### src/rtl/adder_pipe_if.sv
// rtl/adder_pipe_if.sv - operand/result handshake bundle for adder_pipe
// The overflow signal exists only when ADDER_PIPE_OVF_EN is defined.
interface adder_pipe_if #(
  parameter int WIDTH = 8
);
  logic             in_valid;
  logic             in_ready;
  logic [WIDTH-1:0] x;
  logic [WIDTH-1:0] y;
  logic             carry_in;
  logic             sub;
  logic             out_valid;
  logic             out_ready;
  logic [WIDTH-1:0] sum;
  logic             final_carry_out;
`ifdef ADDER_PIPE_OVF_EN
  logic             overflow;
`endif

  modport master (
`ifdef ADDER_PIPE_OVF_EN
    input  overflow,
`endif
    output in_valid, x, y, carry_in, sub, out_ready,
    input  in_ready, out_valid, sum, final_carry_out
  );

  modport slave (
`ifdef ADDER_PIPE_OVF_EN
    output overflow,
`endif
    input  in_valid, x, y, carry_in, sub, out_ready,
    output in_ready, out_valid, sum, final_carry_out
  );
endinterface

### src/rtl/adder_pipe.sv
// rtl/adder_pipe.sv - pipelined WIDTH-bit add/subtract, one CHUNK-bit slice per stage
// Define ADDER_PIPE_OVF_EN to add the registered signed-overflow output.
module adder_pipe #(
  parameter int WIDTH = 8,
  parameter int CHUNK = 4
) (
  input  logic       clk,
  input  logic       rst,
  adder_pipe_if.slave bus
);
  localparam int STAGES = (WIDTH + CHUNK - 1) / CHUNK;

  logic advance;

  for (genvar k = 0; k < STAGES; k++) begin : g_stage
    localparam int LO  = k * CHUNK;
    localparam int W   = (WIDTH - LO < CHUNK) ? (WIDTH - LO) : CHUNK;
    localparam int HI  = LO + W;
    localparam int REM = WIDTH - HI;

    // Operand bits not yet added, right-aligned so this stage's slice sits at bit 0.
    logic [WIDTH-LO-1:0] a_in;
    logic [WIDTH-LO-1:0] b_in;
    logic                c_in;
    logic                v_in;
    logic [W:0]          slice;
    logic [HI-1:0]       s_d, s_q;
    logic                c_d, c_q;
    logic                v_d, v_q;

    if (k == 0) begin : g_src
      always_comb begin
        a_in = bus.x;
        b_in = bus.sub ? ~bus.y : bus.y;
        c_in = bus.carry_in ^ bus.sub;
        v_in = bus.in_valid;
      end
    end else begin : g_src
      always_comb begin
        a_in = g_stage[k-1].g_ops.a_q;
        b_in = g_stage[k-1].g_ops.b_q;
        c_in = g_stage[k-1].c_q;
        v_in = g_stage[k-1].v_q;
      end
    end

    always_comb begin
      slice = {1'b0, a_in[W-1:0]} + {1'b0, b_in[W-1:0]} + {{W{1'b0}}, c_in};
      c_d   = slice[W];
      v_d   = v_in;
    end

    if (k == 0) begin : g_sum
      always_comb s_d = slice[W-1:0];
    end else begin : g_sum
      always_comb s_d = {slice[W-1:0], g_stage[k-1].s_q};
    end

    if (REM > 0) begin : g_ops
      logic [REM-1:0] a_d, a_q;
      logic [REM-1:0] b_d, b_q;

      always_comb begin
        a_d = a_in[WIDTH-LO-1:W];
        b_d = b_in[WIDTH-LO-1:W];
      end

      always_ff @(posedge clk or posedge rst) begin
        if (rst) begin
          a_q <= '0;
          b_q <= '0;
        end else if (advance) begin
          a_q <= a_d;
          b_q <= b_d;
        end
      end
    end

    always_ff @(posedge clk or posedge rst) begin
      if (rst) begin
        s_q <= '0;
        c_q <= 1'b0;
        v_q <= 1'b0;
      end else if (advance) begin
        s_q <= s_d;
        c_q <= c_d;
        v_q <= v_d;
      end
    end

`ifdef ADDER_PIPE_OVF_EN
    if (k == STAGES - 1) begin : g_ovf
      logic ovf_d, ovf_q;

      always_comb ovf_d = (a_in[W-1] == b_in[W-1]) && (slice[W-1] != a_in[W-1]);

      always_ff @(posedge clk or posedge rst) begin
        if (rst) begin
          ovf_q <= 1'b0;
        end else if (advance) begin
          ovf_q <= ovf_d;
        end
      end
    end
`endif
  end

  // Single global stall: the whole pipe freezes while a result waits.
  assign advance             = bus.out_ready || !g_stage[STAGES-1].v_q;
  assign bus.in_ready        = advance;
  assign bus.out_valid       = g_stage[STAGES-1].v_q;
  assign bus.sum             = g_stage[STAGES-1].s_q;
  assign bus.final_carry_out = g_stage[STAGES-1].c_q;
`ifdef ADDER_PIPE_OVF_EN
  assign bus.overflow        = g_stage[STAGES-1].g_ovf.ovf_q;
`endif
endmodule

### src/flat_wrapper.sv
// flat-port wrapper written by rule: the top's interface ports become plain ports
module adder_pipe_flat 
#(
  parameter int WIDTH = 8,
  parameter int CHUNK = 4
)
  (clk, rst, bus_in_valid, bus_x, bus_y, bus_carry_in, bus_sub, bus_out_ready, bus_in_ready, bus_out_valid, bus_sum, bus_final_carry_out);
  adder_pipe_if #(.WIDTH(WIDTH)) bus_i ();
  input  logic clk;
  input  logic rst;
  input wire logic [$bits(bus_i.in_valid)-1:0] bus_in_valid;
  input wire logic [$bits(bus_i.x)-1:0] bus_x;
  input wire logic [$bits(bus_i.y)-1:0] bus_y;
  input wire logic [$bits(bus_i.carry_in)-1:0] bus_carry_in;
  input wire logic [$bits(bus_i.sub)-1:0] bus_sub;
  input wire logic [$bits(bus_i.out_ready)-1:0] bus_out_ready;
  output wire logic [$bits(bus_i.in_ready)-1:0] bus_in_ready;
  output wire logic [$bits(bus_i.out_valid)-1:0] bus_out_valid;
  output wire logic [$bits(bus_i.sum)-1:0] bus_sum;
  output wire logic [$bits(bus_i.final_carry_out)-1:0] bus_final_carry_out;
  assign bus_i.in_valid = bus_in_valid;
  assign bus_i.x = bus_x;
  assign bus_i.y = bus_y;
  assign bus_i.carry_in = bus_carry_in;
  assign bus_i.sub = bus_sub;
  assign bus_i.out_ready = bus_out_ready;
  assign bus_in_ready = bus_i.in_ready;
  assign bus_out_valid = bus_i.out_valid;
  assign bus_sum = bus_i.sum;
  assign bus_final_carry_out = bus_i.final_carry_out;
  adder_pipe #(.WIDTH(WIDTH), .CHUNK(CHUNK)) u_core (.clk(clk), .rst(rst), .bus(bus_i));
endmodule
### config.mk
export PLATFORM = sky130hd
export DESIGN_NAME = adder_pipe_flat
export DESIGN_NICKNAME = d
export VERILOG_FILES = /design/src/rtl/adder_pipe_if.sv /design/src/rtl/adder_pipe.sv /design/src/flat_wrapper.sv
export SDC_FILE = /design/constraint.sdc
export NUM_CORES = 1
export LEC_CHECK = 0
export ABC_AREA = 1
export BUFFER_PORTS_ARGS = -buffer_cell sky130_fd_sc_hd__buf_2
export CAP_MARGIN = 0
export CORE_MARGIN = 1
export CORE_UTILIZATION = 25
export CTS_BUF_LIST = sky130_fd_sc_hd__clkbuf_8
export DETAILED_ROUTE_END_ITERATION = 6
export SLEW_MARGIN = 10
export SYNTH_ARGS = -nofsm -noshare
export SYNTH_HDL_FRONTEND = slang
export SYNTH_SLANG_ARGS = --single-unit
### constraint.sdc
create_clock -name clk -period 2.1 [get_ports clk]
set_clock_uncertainty 0.2 [all_clocks]
set_input_delay 0.21 -clock clk [delete_from_list [all_inputs] [get_ports clk]]
set_output_delay 0.21 -clock clk [all_outputs]
set_load 0.02 [all_outputs]
==> results.toml <==
[run_status]
run_status = "complete, no violations"

[pwr]
vdd.ir_drop.worst_mv = 0.291
p_leak_uw = 0.000858
power_per_cell_area_nw_per_um2 = 879
total_power_uw = 1430

[die]
core_area_um2 = 4880
rows = 25
vertical_extent_of_the_die_um = 74.1
die-area_um2 = 5500
die_width_um = 74.1
io_pins = 33
initial_utilization_pct = 26.7

[clocking]
ctsHtreeMaxLevel = 1
clk_path_buf_depth = 2
clk_latency_ns = 0.27
clock_tree_from_tritoncts = "built"
clock-sinks = 24
cts_setup_buffers = 0
cts_made_buffers = 3
cts_root_buffer = "clkbuf_8"
cts_resized = 0
worst_setup_hold_path_clk_slew_ns = 0.08

[critical_path]
reg2reg_depth = 7
timing.critical_path.required_ns = 2.10
timing.critical_path.from_type = "flop"
timing.critical_path.from = "u_core.g_stage[0].g_ops.b_q[0]"
path_max_fanout = 2
crit_arrival_ns = 1.80
cpLargestDelayFamily = "adder cells"
timing.critical_path.slowest_stage_cell = "dfrtp_1"
rr_startpoint = "u_core.g_stage[0].g_ops.b_q[0]"
critPathBufInv = 1
cp_cell_sequence = "fa_1, inv_1, fa_1, or2_1, nand2_1, nand2_1, a21oi_1"
rr_endpoint = "u_core.bus.final_carry_out"
worst-path-stages = 7
worst_path_largest_cell_delay_ns = 0.39
criticalPathCategory = "reg -> reg"
reg2reg_slack_ns = 0.30
endpoint = "u_core.bus.final_carry_out"
timing.critical_path.to_type = "flop"

[timing]
rsz_0062_raised_after_global_routing = "false"
relSlewSlack_pct = 79.7
worst_slew_pin_slew_ns = 0.305
final_hold_viol_count = 0
finalWorstPathRequiredPeriod_ns = 1.80
finalWorstSetupSlack_ns = 0.304
report.final.slew_viol_count = 0
setup-tns-final_ns = 0
finalSetupViolations = 0
achievable-frequency_mhz = 557
min_period_over_period_pct = 85.5

[logic_synthesis]
yosys.area.top_type = "dfrtp_1"
ys_top_cells_by_area = "dfrtp_1 46%, nand2_1 16%, fa_1 6.2%"
syn-mean-instance-area_um2 = 9.04
netlist_instances = 144
synth_top_area_share_pct = 46.2
ys_seq_elements = 24
syn-num-nets = 176
synthesis.yosys.warnings = 0
syn_area_um2 = 1300
synthDistinctLibCells = 20
synth-seq-area-share_pct = 46.2

[global_routing]
grt_max_degree = 28
first_pass_grt_wire_length_um = 4260
grt_overflow_total = 0
number_of_global_route_vias_before_repair = 960
number_of_antenna_violations_at_the_first_check_in_global_routing = 0
groute.usage.overall_pct = 10.5

[layout]
insertedDiodeCount = 0
areaGrowthSynthToFinish_pct = 25.4
layout.nets = 218
most-common-layout-cells = "56 x nand2_1, 32 x buf_2, 24 x dfrtp_1"
multi_input_area_um2 = 607
fillerInstances = 531
stdcell_count = 251
area.sequential_um2 = 601
layout_commonest_cell = "nand2_1"
postLayoutCoreUtil_pct = 33.4
layout-drive-gt1-share_pct = 25.5

[place]
place.detailed.instances = 242
portBuffers = 32
hpwl_dp_um = 1840
detailedPlace.worstSlack_ns = 0.0824
place.gp.congestion = 0.740

[routing]
wire_length_per_cell_after_detailed_routing_um = 9.86
drt-pass1-iter-count = 4
remaining_drc_errors = 0
detailroute.via_count = 1011
vias_per_cell = 4.03
drt_wl_total_um = 2470
drt_iter0_drc = 45
antenna_left = 0

[min_path]
worst_hold_path_type = "in -> reg"

[flow_run]
maxcap_viol_count = 0
-- worst reg2reg max path, stage by stage, from the launching register on --
cell and delay [ns]:
dfrtp_1 0.39, fa_1 0.21, inv_1 0.06, fa_1 0.37
or2_1 0.27, nand2_1 0.07, nand2_1 0.05, a21oi_1 0.11
-- stage by stage --
step	hold slack (ns)	area, um^2
after floorplan	0.0246	1300
after global placement	0.0733	1530
after detailed placement	0.0738	1530
after CTS	0.0385	1630
after global routing	0.0435	1630
final	0.0293	1630
-- kinds of logic after synthesis --
kind of cell | after synthesis | synth area share, %
fa+ha+maj | 10 | 11.9
flops | 24 | 46.2
xor+xnor | 9 | 6.06
simple gates | 71 | 23.3
buf+inv | 18 | 7.21
compound gates | 12 | 5.38
-- area by class of cell --
cell class | count | share of cell area, %
Multi-Input combinational cell | 102 | 37.2
Sequential cell | 24 | 36.8
Timing Repair Buffer | 42 | 15.3
Tap cell | 67 | 5.14
Inverter | 13 | 2.99
Clock buffer | 3 | 2.53
-- sequential cells by signal, indices dropped and copies added, names as in the netlist --
name and flops:
u_core.g_stage.c_q 1, u_core.g_stage.g_ops.b_q 4, u_core.g_stage.v_q 1, u_core.bus.final_carry_out 1
u_core.g_stage.g_ops.a_q 4, u_core.g_stage.s_q 4, u_core.bus.sum 8, u_core.bus.out_valid 1
-- synth_stat cells (all sizes together) --
master,number
nor2,7
o31ai,1
dfrtp,24
or2,1
fa,4
inv,13
xor2,5
ha,6
xnor2,4
o21ai,8
nand2,56
nand3,7
a21oi,3
buf,5
-- where the power goes --
group / internal [uW] / leakage (uW) / switching [uW]
Combinational: 202 / 0.000550 / 316
Clock: 128 / 0.0000216 / 143
Sequential: 581 / 0.000286 / 63.6
Total: 911 / 0.000858 / 523
-- worst min-delay path by stage --
stage	startpoint	end	slack [ns]	cells after the start
4_1_cts	bus_y[7]	u_core.g_stage[0].g_ops.b_q[3]	0.04	3
5_1_grt	bus_y[4]	u_core.g_stage[0].g_ops.b_q[0]	0.04	3
2_1_floorplan	rst	u_core.bus.final_carry_out	0.02	1
3_5_place_dp	rst	u_core.bus.out_valid	0.07	3
3_3_place_gp	rst	u_core.bus.sum[0]	0.07	3
6_report	bus_y[7]	u_core.g_stage[0].g_ops.b_q[3]	0.03	3
-- routing by layer --
layer	global-route usage [%]	up-vias	part of all wire, %
met5	0	-	0
met1	13.2	461	51
li1	-	526	-
met4	5.77	0	0.44
met2	16.2	22	45
met3	2.98	2	3.7
-- timing repair --
action,CTS,global route
endpoints found under the hold margin,29,0
setup endpoints to repair,0,0
hold buffers,6,0
Note: power is estimated with default switching activity, not from simulation.
